===== config.mk =====
export PLATFORM = sky130hd
export DESIGN_NAME = vending_controller
export DESIGN_NICKNAME = d
export VERILOG_FILES = /design/src/rtl/vending_controller.sv
export SDC_FILE = /design/constraint.sdc
export NUM_CORES = 1
export LEC_CHECK = 0
export ABC_CLOCK_PERIOD_IN_PS = 3200
export BUFFER_PORTS_ARGS = -buffer_cell sky130_fd_sc_hd__buf_2
export CELL_PAD_IN_SITES_DETAIL_PLACEMENT = 1
export CELL_PAD_IN_SITES_GLOBAL_PLACEMENT = 2
export CORE_ASPECT_RATIO = 0.8
export CORE_MARGIN = 1
export CORE_UTILIZATION = 36
export CTS_CLUSTER_DIAMETER = 100
export DETAILED_ROUTE_END_ITERATION = 7
export PLACE_DENSITY = 0.77
export REMOVE_ABC_BUFFERS = 1
export SYNTH_ARGS = -nofsm -noshare
export SYNTH_HDL_FRONTEND = slang
export SYNTH_SLANG_ARGS = --single-unit

===== constraint.sdc =====
create_clock -name clk -period 3.2 [get_ports clk]
set_input_delay 0.64 -clock clk [delete_from_list [all_inputs] [get_ports clk]]
set_output_delay 0.64 -clock clk [all_outputs]
set_load 0.03 [all_outputs]

===== src/rtl/vending_controller.sv =====
// Vending controller: latches a one-hot price class from the item encoder,
// accumulates coin credits, dispenses once the price is paid and returns
// change. Cancel or an inactivity timeout refunds the balance instead.
// All outputs come straight from registers.
module vending_controller #(
  parameter int PRICE0  = 10,
  parameter int PRICE1  = 15,
  parameter int PRICE2  = 20,
  parameter int PRICE3  = 25,
  parameter int PRICE4  = 30,
  parameter int TIMEOUT = 1000
) (
  input  logic       clk,
  input  logic       rst,
  input  logic [4:0] item,
  input  logic       item_valid,
  input  logic [1:0] coin,
  input  logic       cancel,
  output logic       busy,
  output logic       sel_err,
  output logic       coin_reject,
  output logic       dispense,
  output logic [4:0] class_out,
  output logic [7:0] balance,
  output logic       change_valid,
  output logic [7:0] change_amt
);

  // Inactivity counter only needs to reach TIMEOUT-1.
  localparam int TW = (TIMEOUT > 2) ? $clog2(TIMEOUT) : 1;
  localparam logic [TW-1:0] TCNT_LAST = TW'(TIMEOUT - 1);

  typedef enum logic [2:0] {
    S_IDLE,
    S_COLLECT,
    S_DISPENSE,
    S_CHANGE,
    S_REFUND
  } state_t;

  // Registered state and outputs
  state_t          r_state;
  logic [4:0]      r_class;
  logic [7:0]      r_price;
  logic [7:0]      r_balance;
  logic [TW-1:0]   r_tcnt;
  logic            r_sel_err;
  logic            r_coin_reject;
  logic            r_dispense;
  logic            r_change_valid;
  logic [7:0]      r_change_amt;

  // Next-state values
  state_t          w_state;
  logic [4:0]      w_class;
  logic [7:0]      w_price;
  logic [7:0]      w_balance;
  logic [TW-1:0]   w_tcnt;
  logic            w_sel_err;
  logic            w_coin_reject;
  logic            w_dispense;
  logic            w_change_valid;
  logic [7:0]      w_change_amt;

  // Decoded inputs
  logic [2:0]      w_credit;
  logic [8:0]      w_sum;
  logic            w_coin_present;
  logic            w_coin_fits;
  logic            w_item_onehot;
  logic [7:0]      w_item_price;

  // Coin decoding, one-hot check and price lookup for the presented item.
  always_comb begin
    w_credit = 3'd0;
    case (coin)
      2'b01:   w_credit = 3'd1;
      2'b10:   w_credit = 3'd2;
      2'b11:   w_credit = 3'd4;
      default: w_credit = 3'd0;
    endcase

    w_coin_present = (coin != 2'b00);
    // Ninth bit of the sum flags a coin that would overflow the 8-bit balance.
    w_sum          = {1'b0, r_balance} + {6'd0, w_credit};
    w_coin_fits    = ~w_sum[8];

    w_item_onehot  = (item != 5'd0) && ((item & (item - 5'd1)) == 5'd0);

    w_item_price = 8'd0;
    case (item)
      5'b00001: w_item_price = 8'(PRICE0);
      5'b00010: w_item_price = 8'(PRICE1);
      5'b00100: w_item_price = 8'(PRICE2);
      5'b01000: w_item_price = 8'(PRICE3);
      5'b10000: w_item_price = 8'(PRICE4);
      default:  w_item_price = 8'd0;
    endcase
  end

  // Next-state and registered-output logic for the transaction FSM.
  always_comb begin
    // NOTE: every signal written here gets a default first, so no path can
    // leave one unassigned and infer a latch.
    w_state        = r_state;
    w_class        = r_class;
    w_price        = r_price;
    w_balance      = r_balance;
    w_tcnt         = r_tcnt;
    w_sel_err      = 1'b0;
    w_coin_reject  = 1'b0;
    w_dispense     = 1'b0;
    w_change_valid = 1'b0;
    w_change_amt   = r_change_amt;

    case (r_state)
      S_IDLE: begin
        // No transaction open: any coin goes straight back.
        w_coin_reject = w_coin_present;
        if (item_valid) begin
          if (w_item_onehot) begin
            w_state   = S_COLLECT;
            w_class   = item;
            w_price   = w_item_price;
            w_balance = 8'd0;
            w_tcnt    = '0;
          end else begin
            w_sel_err = 1'b1;
          end
        end
      end

      S_COLLECT: begin
        if (cancel) begin
          // Cancel wins over a simultaneous coin; only the prior balance returns.
          w_state        = S_REFUND;
          w_coin_reject  = w_coin_present;
          w_change_valid = 1'b1;
          w_change_amt   = r_balance;
          w_balance      = 8'd0;
        end else if (r_balance >= r_price) begin
          // Paid: the check uses the registered balance, one cycle after the coin.
          w_state       = S_DISPENSE;
          w_dispense    = 1'b1;
          w_coin_reject = w_coin_present;
        end else if (w_coin_present && w_coin_fits) begin
          w_balance = w_sum[7:0];
          w_tcnt    = '0;
        end else begin
          // No accepted coin this cycle: an overflowing coin is bounced and the
          // inactivity timer keeps running.
          w_coin_reject = w_coin_present;
          if (r_tcnt == TCNT_LAST) begin
            w_state        = S_REFUND;
            w_change_valid = 1'b1;
            w_change_amt   = r_balance;
            w_balance      = 8'd0;
          end else begin
            w_tcnt = r_tcnt + TW'(1);
          end
        end
      end

      S_DISPENSE: begin
        // Cancel is ignored once the item is on its way.
        w_state        = S_CHANGE;
        w_coin_reject  = w_coin_present;
        w_change_valid = 1'b1;
        w_change_amt   = r_balance - r_price;
        w_balance      = 8'd0;
      end

      S_CHANGE: begin
        w_state       = S_IDLE;
        w_coin_reject = w_coin_present;
      end

      S_REFUND: begin
        w_state       = S_IDLE;
        w_coin_reject = w_coin_present;
      end

      default: begin
        w_state   = S_IDLE;
        w_balance = 8'd0;
      end
    endcase
  end

  // State and output registers; async reset aborts any transaction silently.
  always_ff @(posedge clk or posedge rst) begin
    if (rst) begin
      r_state        <= S_IDLE;
      r_class        <= 5'd0;
      r_price        <= 8'd0;
      r_balance      <= 8'd0;
      r_tcnt         <= '0;
      r_sel_err      <= 1'b0;
      r_coin_reject  <= 1'b0;
      r_dispense     <= 1'b0;
      r_change_valid <= 1'b0;
      r_change_amt   <= 8'd0;
    end else begin
      // NOTE: non-blocking assignments make every register sample the
      // pre-edge values, independent of statement order.
      r_state        <= w_state;
      r_class        <= w_class;
      r_price        <= w_price;
      r_balance      <= w_balance;
      r_tcnt         <= w_tcnt;
      r_sel_err      <= w_sel_err;
      r_coin_reject  <= w_coin_reject;
      r_dispense     <= w_dispense;
      r_change_valid <= w_change_valid;
      r_change_amt   <= w_change_amt;
    end
  end

  assign busy         = (r_state != S_IDLE);
  assign sel_err      = r_sel_err;
  assign coin_reject  = r_coin_reject;
  assign dispense     = r_dispense;
  assign class_out    = r_class;
  assign balance      = r_balance;
  assign change_valid = r_change_valid;
  assign change_amt   = r_change_amt;

endmodule

After elaboration in Yosys (flattened, before gate mapping). Cells that the tools add are included.

Flip-flop bits (word level): 46. Bits in latches: 0. RAM bits: 0. Bits in read-only memories: 0. Input port bits: 11. Memories kept: 0.

Add/subtract/negate cells: 4. Multipliers: 0. Divide/modulo/power cells: 0. Magnitude comparators: 1. Equality and inequality tests: 24. Shift-type cells: 0. Multiplexer cells: 43. Bitwise gates (word level): 3. Reductions and logical operators: 16.

Operator list (count): two-way mux 8 bit (10); two-way mux 10 bit (6); case mux 5 bit (5 select lines) (1); case mux 8 bit (3 select lines) (1); case mux 10 bit (2 select lines) (1); two-way mux 3 bit (6); case mux 3 bit (3 select lines) (2); case mux 8 bit (2 select lines) (1); two-way mux 1 bit (13); != test 3 bit (second input constant) (4); != test 4 bit (second input constant) (3); adder 10 x 1 -> 10 bit (second input constant) (1); == test 10 bit (second input constant) (1); adder 8 x 3 -> 9 bit (1); >= comparator 8 bit (1); != test 2 bit (second input constant) (4); AND reduction 4 bit (2); subtractor 8 bit (1); == test 3 x 2 -> 1 bit (second input constant) (2); AND reduction 6 bit (1); nonzero test 2 bit (3); bitwise AND 5 bit (1); == test 5 x 1 -> 1 bit (second input constant) (1); == test 5 x 2 -> 1 bit (second input constant) (1); 19 further kinds (23).

Logic depth before layout (Yosys ltp). Gate-level depths: netlist (run 1).

Depth after elaboration: 9. Depth in mapped cells: 12. Mapped depth without buffers: 10.

Least setup slack after synthesis (run 1). OpenSTA, ideal clock, no wires.

Path type: input-to-reg. From: input coin[0]. To: register r_tcnt[6]. Setup time: 82 ps. Arrival time: 2715 ps. Required time: 3118 ps. Setup slack: 403 ps. Stages: 10. Path buffers: 0. Cell sequence: nor2b_1 > ha_1 > inv_1 > fa_1 > nor2b_1 > o211a_1 > o21ai_1 > a2111oi_4 > a41oi_1 > a31oi_1.

Word-level cells in the longest chain between the ends: 9.

Ends and longest elaborated chain: from (decl) (RTL line 17) `input logic [1:0] coin,`; == test 2 bit / == test 2 x 1 -> 1 bit (equally long branches) (RTL line 76) `case (coin)`; case mux 3 bit (3 select lines) (RTL line 76); adder 8 x 3 -> 9 bit (RTL line 85) `w_sum = {1'b0, r_balance} + {6'd0, w_credit};`; inverter 1 bit (RTL line 86) `w_coin_fits = ~w_sum[8];`; logical AND 1 bit * (RTL line 146) `end else if (w_coin_present && w_coin_fits) begin`; two-way mux 10 bit (RTL line 146); two-way mux 10 bit (RTL line 141) `end else if (r_balance >= r_price) begin`; two-way mux 10 bit (RTL line 134) `if (cancel) begin`; case mux 10 bit (2 select lines) (RTL line 116) `case (r_state)`; to (signal assigned) (RTL line 210) `r_tcnt <= w_tcnt;`; to (decl) (RTL line 46) `logic [TW-1:0] r_tcnt;`.

Mark *: on every way between the ends. The rest lies on a longest branch, timed or not. The select of a mux whose other input is x is not followed. A chain may end at the register's enable or synchronous reset.

Final worst setup path (run 1).
From: input coin[0]. To: register r_tcnt[8].

Same word-level chain as after synthesis.

==> metrics.txt, run 1 <==
global-route wire length before repair=12100 um; dominant combinational cell family by area after synthesis=compound AO/OA/AOI/OAI gates; mux cell area share after synthesis=2.35%; Via Count=2367; drt first pass iters=4; top routing layer in use=met4; Post-Place Cell Area=3050 sq um; Yosys Warn Count=0; length in cells of the worst reg-to-reg path=10; Sinks on Clock Net=43; antenna violations before repair=0; quantity of I/O buffers inserted on ports=36; # resized after CTS=0; overall track demand over capacity in global routing=19.2%; power dissipated by switching net loads=1.13 mW; standby leakage power=1.44 nW; Starting Density=37.3%; detailed-route wire length on metal 1=3920 um; Slew Limit Fails=0; vertical die dimension=80.5 um; arithmetic-cell share of the synthesized area counting full adders, half adders and majority gates=5.51%; number of DRC violations after detailed routing=0; quantity of hold-fixing buffers added after cts=0; Critical Setup Path Class=in -> reg; clock-pin slew of the registers on the worst-case setup and hold paths=0.08 ns; Worst Hold Class=reg -> reg; CP endpoint kind=flip-flop; CTS tree=built; maximum number of pins on one net before global-route repair=44; number of maximum-capacitance constraint violations=0; worst slew pin tran=0.961 ns; n_diodes=0; WHS Path Cells=1; DRT Wirelength=7250 um; outcome=completed; clock period minus worst slack=2.77 ns; Avg Cell Area, Syn=9.24 sq um; Tcrit/Tclk final=86.7%; internal power summed over all cells=1.27 mW; setup repair after global routing missed its margin=false; Synth cell types=62; final cell utilization of the core=42.3%; main flop type after synthesis=sky130_fd_sc_hd__dfrtp_1; Worst Path Max Fanout=9; sequential-to-total area share from yosys stat=38.8%; Placement Rows=28; Vias/cell=5.37; final-stage net count=358; I/O pin count=37; Logic pwr share=52.2%; total of flip-flops plus latches after synthesis=43; signal arrival time at the worst endpoint=2.99 ns; wire length on met3=204 um; share of layout cells above drive strength 1=24.4%; Compound-Gate Fraction of Synth Area=24.0%; die boundary width=100 um; Slew Limit Headroom=35.8%; count of final hold-check violations=0; switch share=47.1%; total negative setup slack=0 ns; PwrDens=762 nW/um^2; worst clock skew=0.00988 ns; Area growth syn-to-layout=13.3%; Total Die Area=8060 sq um; Async S/R FF share, synth=100%; met2 routed wirelength=3080 um; setup fix buffers added after clock tree synthesis=0; post-DR wirelength/cell=16.4 um; required time of the critical path=3.42 ns; max frequency=0.360 GHz; part of the total power dissipated in sequential elements=32.7%; Finish-stage setup viols=0; number of filler cells placed in the layout=906; insertion delay to the later sink of the worst-skew pair=0.30 ns; Post-Syn Area=2770 sq um; detailed placement HPWL=5440 um; number of clock buffers inserted by TritonCTS=5; gate count of the mapped netlist=300; cell at the root of the clock tree=sky130_fd_sc_hd__clkbuf_8; post-synthesis share of cell area spent on and, or, nand and nor gates=20.8%; Final Wtd Congestion=0.780; 1st-iter DRT viols=57; post-synthesis xor/xnor area fraction=1.90%; crit start category=input port; number of global-route vias before repair=2344; worst-case vdd ir drop=0.427 mV; count of flip-flops with a built-in enable after synthesis=0; placeable core area=7430 sq um; number of H-tree levels=2; post-route cell area=3140 sq um; clock network power share=15.0%; worst-case clock buffer depth=2; final antenna-violating net count=0; leftover overflow at the end of global routing=0; post-route total power=2.39 mW
[layout by cell type (no fill, tap or decap), types with 3 or more instances in the layout]
cell	count
sky130_fd_sc_hd__nand2_1	24
sky130_fd_sc_hd__nand4_1	3
sky130_fd_sc_hd__nor3b_1	4
sky130_fd_sc_hd__nor2_1	22
sky130_fd_sc_hd__or2_2	3
sky130_fd_sc_hd__buf_2	36
sky130_fd_sc_hd__a41oi_1	3
sky130_fd_sc_hd__ha_1	9
sky130_fd_sc_hd__o21ai_0	21
sky130_fd_sc_hd__o31ai_1	6
sky130_fd_sc_hd__a31oi_1	6
sky130_fd_sc_hd__nor4_1	3
sky130_fd_sc_hd__buf_4	10
sky130_fd_sc_hd__o41ai_2	4
sky130_fd_sc_hd__mux2_2	3
sky130_fd_sc_hd__nand2_2	5
sky130_fd_sc_hd__dfrtp_1	43
sky130_fd_sc_hd__o211ai_1	6
sky130_fd_sc_hd__o21a_1	3
sky130_fd_sc_hd__o21ai_2	6
sky130_fd_sc_hd__nor3_1	6
sky130_fd_sc_hd__and3_1	4
sky130_fd_sc_hd__xor2_1	4
sky130_fd_sc_hd__a21oi_1	13
sky130_fd_sc_hd__nand3_1	8
sky130_fd_sc_hd__clkbuf_8	6
sky130_fd_sc_hd__a21boi_0	3
sky130_fd_sc_hd__inv_1	19
sky130_fd_sc_hd__nor2b_1	11
[state kept, by name (all words and copies together), names as in the netlist]
| name | count |
|---|---|
| class_out | 5 |
| r_price | 5 |
| sel_err | 1 |
| balance | 8 |
| r_state | 3 |
| change_valid | 1 |
| coin_reject | 1 |
| r_tcnt | 10 |
| dispense | 1 |
| change_amt | 8 |
[path summary, 6_finish.rpt]
kind                                   startpoint                        end  slack [ns]
max                                       coin[0]      r_tcnt[8]$_DFFE_PP0P_        0.43
min                         r_tcnt[8]$_DFFE_PP0P_      r_tcnt[8]$_DFFE_PP0P_        0.48
max reg2reg                balance[0]$_DFFE_PP0P_      r_tcnt[8]$_DFFE_PP0P_        0.51
min reg2reg                 r_tcnt[8]$_DFFE_PP0P_      r_tcnt[8]$_DFFE_PP0P_        0.48
max in group asynchronous                     rst  change_amt[0]$_DFFE_PP0P_        2.04
min in group asynchronous                     rst      r_tcnt[0]$_DFFE_PP0P_        0.56
[logic make-up (layout without fill, tap and decap cells)]
family / count (synthesis) / in the layout
compound gates: 89 / 89
xor+xnor: 6 / 6
fa+ha+maj: 11 / 11
buf+inv: 38 / 74
flops: 43 / 43
mux: 6 / 6
simple gates: 107 / 107
[critical path, stage by stage]
cell and delay, ns:
sky130_fd_sc_hd__buf_2 0.12, sky130_fd_sc_hd__nor2b_1 0.15, sky130_fd_sc_hd__ha_1 0.19, sky130_fd_sc_hd__inv_1 0.06, sky130_fd_sc_hd__fa_1 0.38, sky130_fd_sc_hd__nor2b_1 0.19, sky130_fd_sc_hd__o211a_1 0.22, sky130_fd_sc_hd__o21ai_1 0.19
sky130_fd_sc_hd__a2111oi_4 0.35, sky130_fd_sc_hd__buf_4 0.22, sky130_fd_sc_hd__a41oi_1 0.12, sky130_fd_sc_hd__a31oi_1 0.16
[layer usage]
| layer | global-route usage [%] | vias up |
|---|---|---|
| met3 | 3.31 | 5 |
| met4 | 3.91 | 0 |
| met5 | 0 | - |
| li1 | - | 1153 |
| met1 | 28.7 | 1181 |
| met2 | 28.9 | 28 |
[power groups by stage]
stage,Combinational [mW],Sequential (mW),Clock [mW]
detailed placement,1.26,0.795,0
floorplan,0.674,0.987,0
CTS,1.26,0.784,0.378
global route,1.37,0.802,0.390
finish,1.25,0.783,0.360
global placement,1.24,0.789,0
[metrics by stage]
step | hold WS (ns) | setup WS [ns] | cells
floorplan | 0.443 | 0.403 | 283
global placement | 0.464 | 0.280 | 434
detailed placement | 0.471 | 0.141 | 434
CTS | 0.488 | 0.455 | 441
global route | 0.516 | 0.274 | 441
finish | 0.484 | 0.425 | 441
[synthesized netlist by cell type, types with 8 or more instances]
| master | count | area share (%) |
|---|---|---|
| sky130_fd_sc_hd__o21ai_0 | 21 | 3.8 |
| sky130_fd_sc_hd__a21oi_1 | 13 | 2.3 |
| sky130_fd_sc_hd__nor2_1 | 22 | 3.0 |
| sky130_fd_sc_hd__nand3_1 | 8 | 1.4 |
| sky130_fd_sc_hd__ha_1 | 9 | 4.1 |
| sky130_fd_sc_hd__nand2_1 | 24 | 3.2 |
| sky130_fd_sc_hd__inv_1 | 20 | 2.7 |
| sky130_fd_sc_hd__nor2b_1 | 11 | 2.5 |
| sky130_fd_sc_hd__dfrtp_1 | 43 | 39 |
[area by class of cell]
cell class | instances | area, sq um | area share, %
flip-flops and latches | 43 | 1080 | 34.2
clock buffers | 6 | 82.6 | 2.63
multi-input cells | 219 | 1510 | 48.1
well taps | 105 | 131 | 4.18
inverters | 21 | 78.8 | 2.51
repair buffers | 46 | 255 | 8.12
clock inverters | 1 | 5.00 | 0.159
No activity file was read; power rests on OpenSTA's default activity.
==> inputs of run 2 (changes only) <==
RECOVER_POWER = 50   (was unset)
SLEW_MARGIN = 20   (was unset)
==> run 2 against run 1 <==
Net effect: the run now ends with capacitance limit, slew limit left; clock power about the same; critical path depth is the same; global-route usage stayed put; non-clock buffer count did not move; via count about the same.
==> metrics.txt, run 2 (synthesized netlist as in run 1, its figures left out) <==
worst hold margin=0.484 ns (+0.00000500 ns); Worst Hold Class=reg -> reg; max frequency=0.360 GHz (about the same); n_diodes=0 (unchanged); clock period minus worst slack=2.78 ns (+0.00239 ns); setup repair after global routing missed its margin=false; worst clock skew=0.00715 ns (-0.00273 ns); Critical Setup Path Class=in -> reg; Via Count=2365 (-0.084%); final antenna-violating net count=0 (unchanged); I/O pin count=37 (unchanged); clock-pin slew of the registers on the worst-case setup and hold paths=0.08 ns (about the same); number of clock buffers inserted by TritonCTS=5 (unchanged); worst slew pin tran=2.02 ns (+1.06 ns); global-route wire length before repair=12100 um (unchanged); Area growth syn-to-layout=12.8%; max reg flops=10 (unchanged); number of global-route vias before repair=2344 (unchanged); Vias/cell=5.36 (about the same); Final Wtd Congestion=0.780 (unchanged); Finish-stage setup viols=0 (unchanged); placement-stage worst setup slack=0.141 ns (unchanged); overall track demand over capacity in global routing=19.2% (unchanged); standby leakage power=1.39 nW (-3.3%); Slew Limit Fails=44 (+44); maximum number of pins on one net before global-route repair=44 (unchanged); violated checks=capacitance limit, slew limit; crit start category=input port; most common library cell in the layout ignoring fill and taps=sky130_fd_sc_hd__dfrtp_1; die boundary width=100 um (unchanged); PwrDens=759 nW/um^2 (-0.38%); worst-case clock buffer depth=2 (unchanged); number of maximum-capacitance constraint violations=1 (+1); number of DRC violations after detailed routing=0 (unchanged); outcome=finished, violations left; WHS Path Cells=1 (unchanged); post-DR wirelength/cell=16.4 um (about the same); share of layout cells above drive strength 1=20.5% (-3.9 points); setup fix buffers added after clock tree synthesis=0 (unchanged); # resized after CTS=0 (unchanged); Starting Density=37.3% (unchanged); quantity of hold-fixing buffers added after cts=0 (unchanged); detailed placement HPWL=5440 um (unchanged); most frequent cells in the layout=43 x sky130_fd_sc_hd__dfrtp_1, 24 x sky130_fd_sc_hd__nand2_1, 23 x sky130_fd_sc_hd__buf_2; insertion delay to the later sink of the worst-skew pair=0.29 ns (about the same); signal arrival time at the worst endpoint=2.99 ns (about the same); Placement Rows=28 (unchanged); Tcrit/Tclk final=86.8% (about the same); required time of the critical path=3.42 ns (about the same); quantity of I/O buffers inserted on ports=36 (unchanged); total negative setup slack=0 ns (unchanged); drt first pass iters=4 (unchanged); leftover overflow at the end of global routing=0 (unchanged); Sinks on Clock Net=43 (unchanged); vertical die dimension=80.5 um (unchanged); post-route total power=2.37 mW (-0.85%); length in cells of the worst reg-to-reg path=10 (unchanged); DRT Wirelength=7250 um (about the same); placeable core area=7430 sq um (unchanged); final-stage net count=358 (unchanged); final worst slack=0.423 ns (-0.00239 ns); CTS tree=built; number of H-tree levels=2 (unchanged); count of final hold-check violations=0 (unchanged); Worst Path Max Fanout=9 (unchanged); Total Die Area=8060 sq um (unchanged); antenna violations before repair=0 (unchanged); 1st-iter DRT viols=52 (-8.8%); worst-case vdd ir drop=0.417 mV (-2.3%); cell at the root of the clock tree=sky130_fd_sc_hd__clkbuf_8; CP endpoint kind=flip-flop; Slew Limit Headroom=-35.3% (-71 points); Biggest register=r_tcnt
## run 2: cell types whose count changed in the layout (fill, tap and decap cells not counted)
cell / delta
sky130_fd_sc_hd__buf_2: -13
sky130_fd_sc_hd__clkinvlp_2: +1
sky130_fd_sc_hd__clkbuf_1: +13
sky130_fd_sc_hd__inv_2: -1
## run 2: worst paths after layout
check / from / endpoint / slack [ns]
max reg2reg: balance[0]$_DFFE_PP0P_ / r_tcnt[8]$_DFFE_PP0P_ / 0.51
min reg2reg: r_tcnt[8]$_DFFE_PP0P_ / r_tcnt[8]$_DFFE_PP0P_ / 0.48
max: coin[0] / r_tcnt[8]$_DFFE_PP0P_ / 0.42
min in group asynchronous: rst / r_tcnt[9]$_DFFE_PP0P_ / 0.86
min: r_tcnt[8]$_DFFE_PP0P_ / r_tcnt[8]$_DFFE_PP0P_ / 0.48
max in group asynchronous: rst / change_amt[0]$_DFFE_PP0P_ / 1.42
## run 2: area by class of cell
type	instances	area, sq um
Sequential cell	43	1080
Clock buffer	6	82.6
Inverter	21	80.1
Clock inverter	1	5.00
Multi-Input combinational cell	219	1510
Tap cell	105	131
Fill cell	906	4300
Timing Repair Buffer	46	239
## run 2: per-stage QoR
stage	cells	cell area, sq um	utilization [%]
global route	441	3130	42.1
detailed placement	434	3050	41.1
CTS	441	3140	42.3
global placement	434	3050	41.1
finish	441	3130	42.1
floorplan	283	2670	-
## run 2: metal layers
metal / vias to the layer above / part of all wire, % / track usage [%]
met1: 1182 / 54 / 28.7
met2: 28 / 42 / 28.9
met5: - / 0 / 0
met3: 5 / 2.7 / 3.31
li1: 1150 / - / -
met4: 0 / 0.69 / 3.91
## run 2: critical path, stage by stage
cell                        delay [ns]
sky130_fd_sc_hd__buf_2            0.12
sky130_fd_sc_hd__nor2b_1          0.15
sky130_fd_sc_hd__ha_1             0.19
sky130_fd_sc_hd__inv_1            0.06
sky130_fd_sc_hd__fa_1             0.38
sky130_fd_sc_hd__nor2b_1          0.19
sky130_fd_sc_hd__o211a_1          0.22
sky130_fd_sc_hd__o21ai_1          0.19
sky130_fd_sc_hd__a2111oi_4        0.35
sky130_fd_sc_hd__buf_4            0.22
sky130_fd_sc_hd__a41oi_1          0.12
sky130_fd_sc_hd__a31oi_1          0.16
## run 2: report_power, final
group | switching (mW) | internal (mW) | total (mW)
logic | 0.836 | 0.395 | 1.23
registers | 0.102 | 0.683 | 0.785
clock network | 0.188 | 0.170 | 0.357
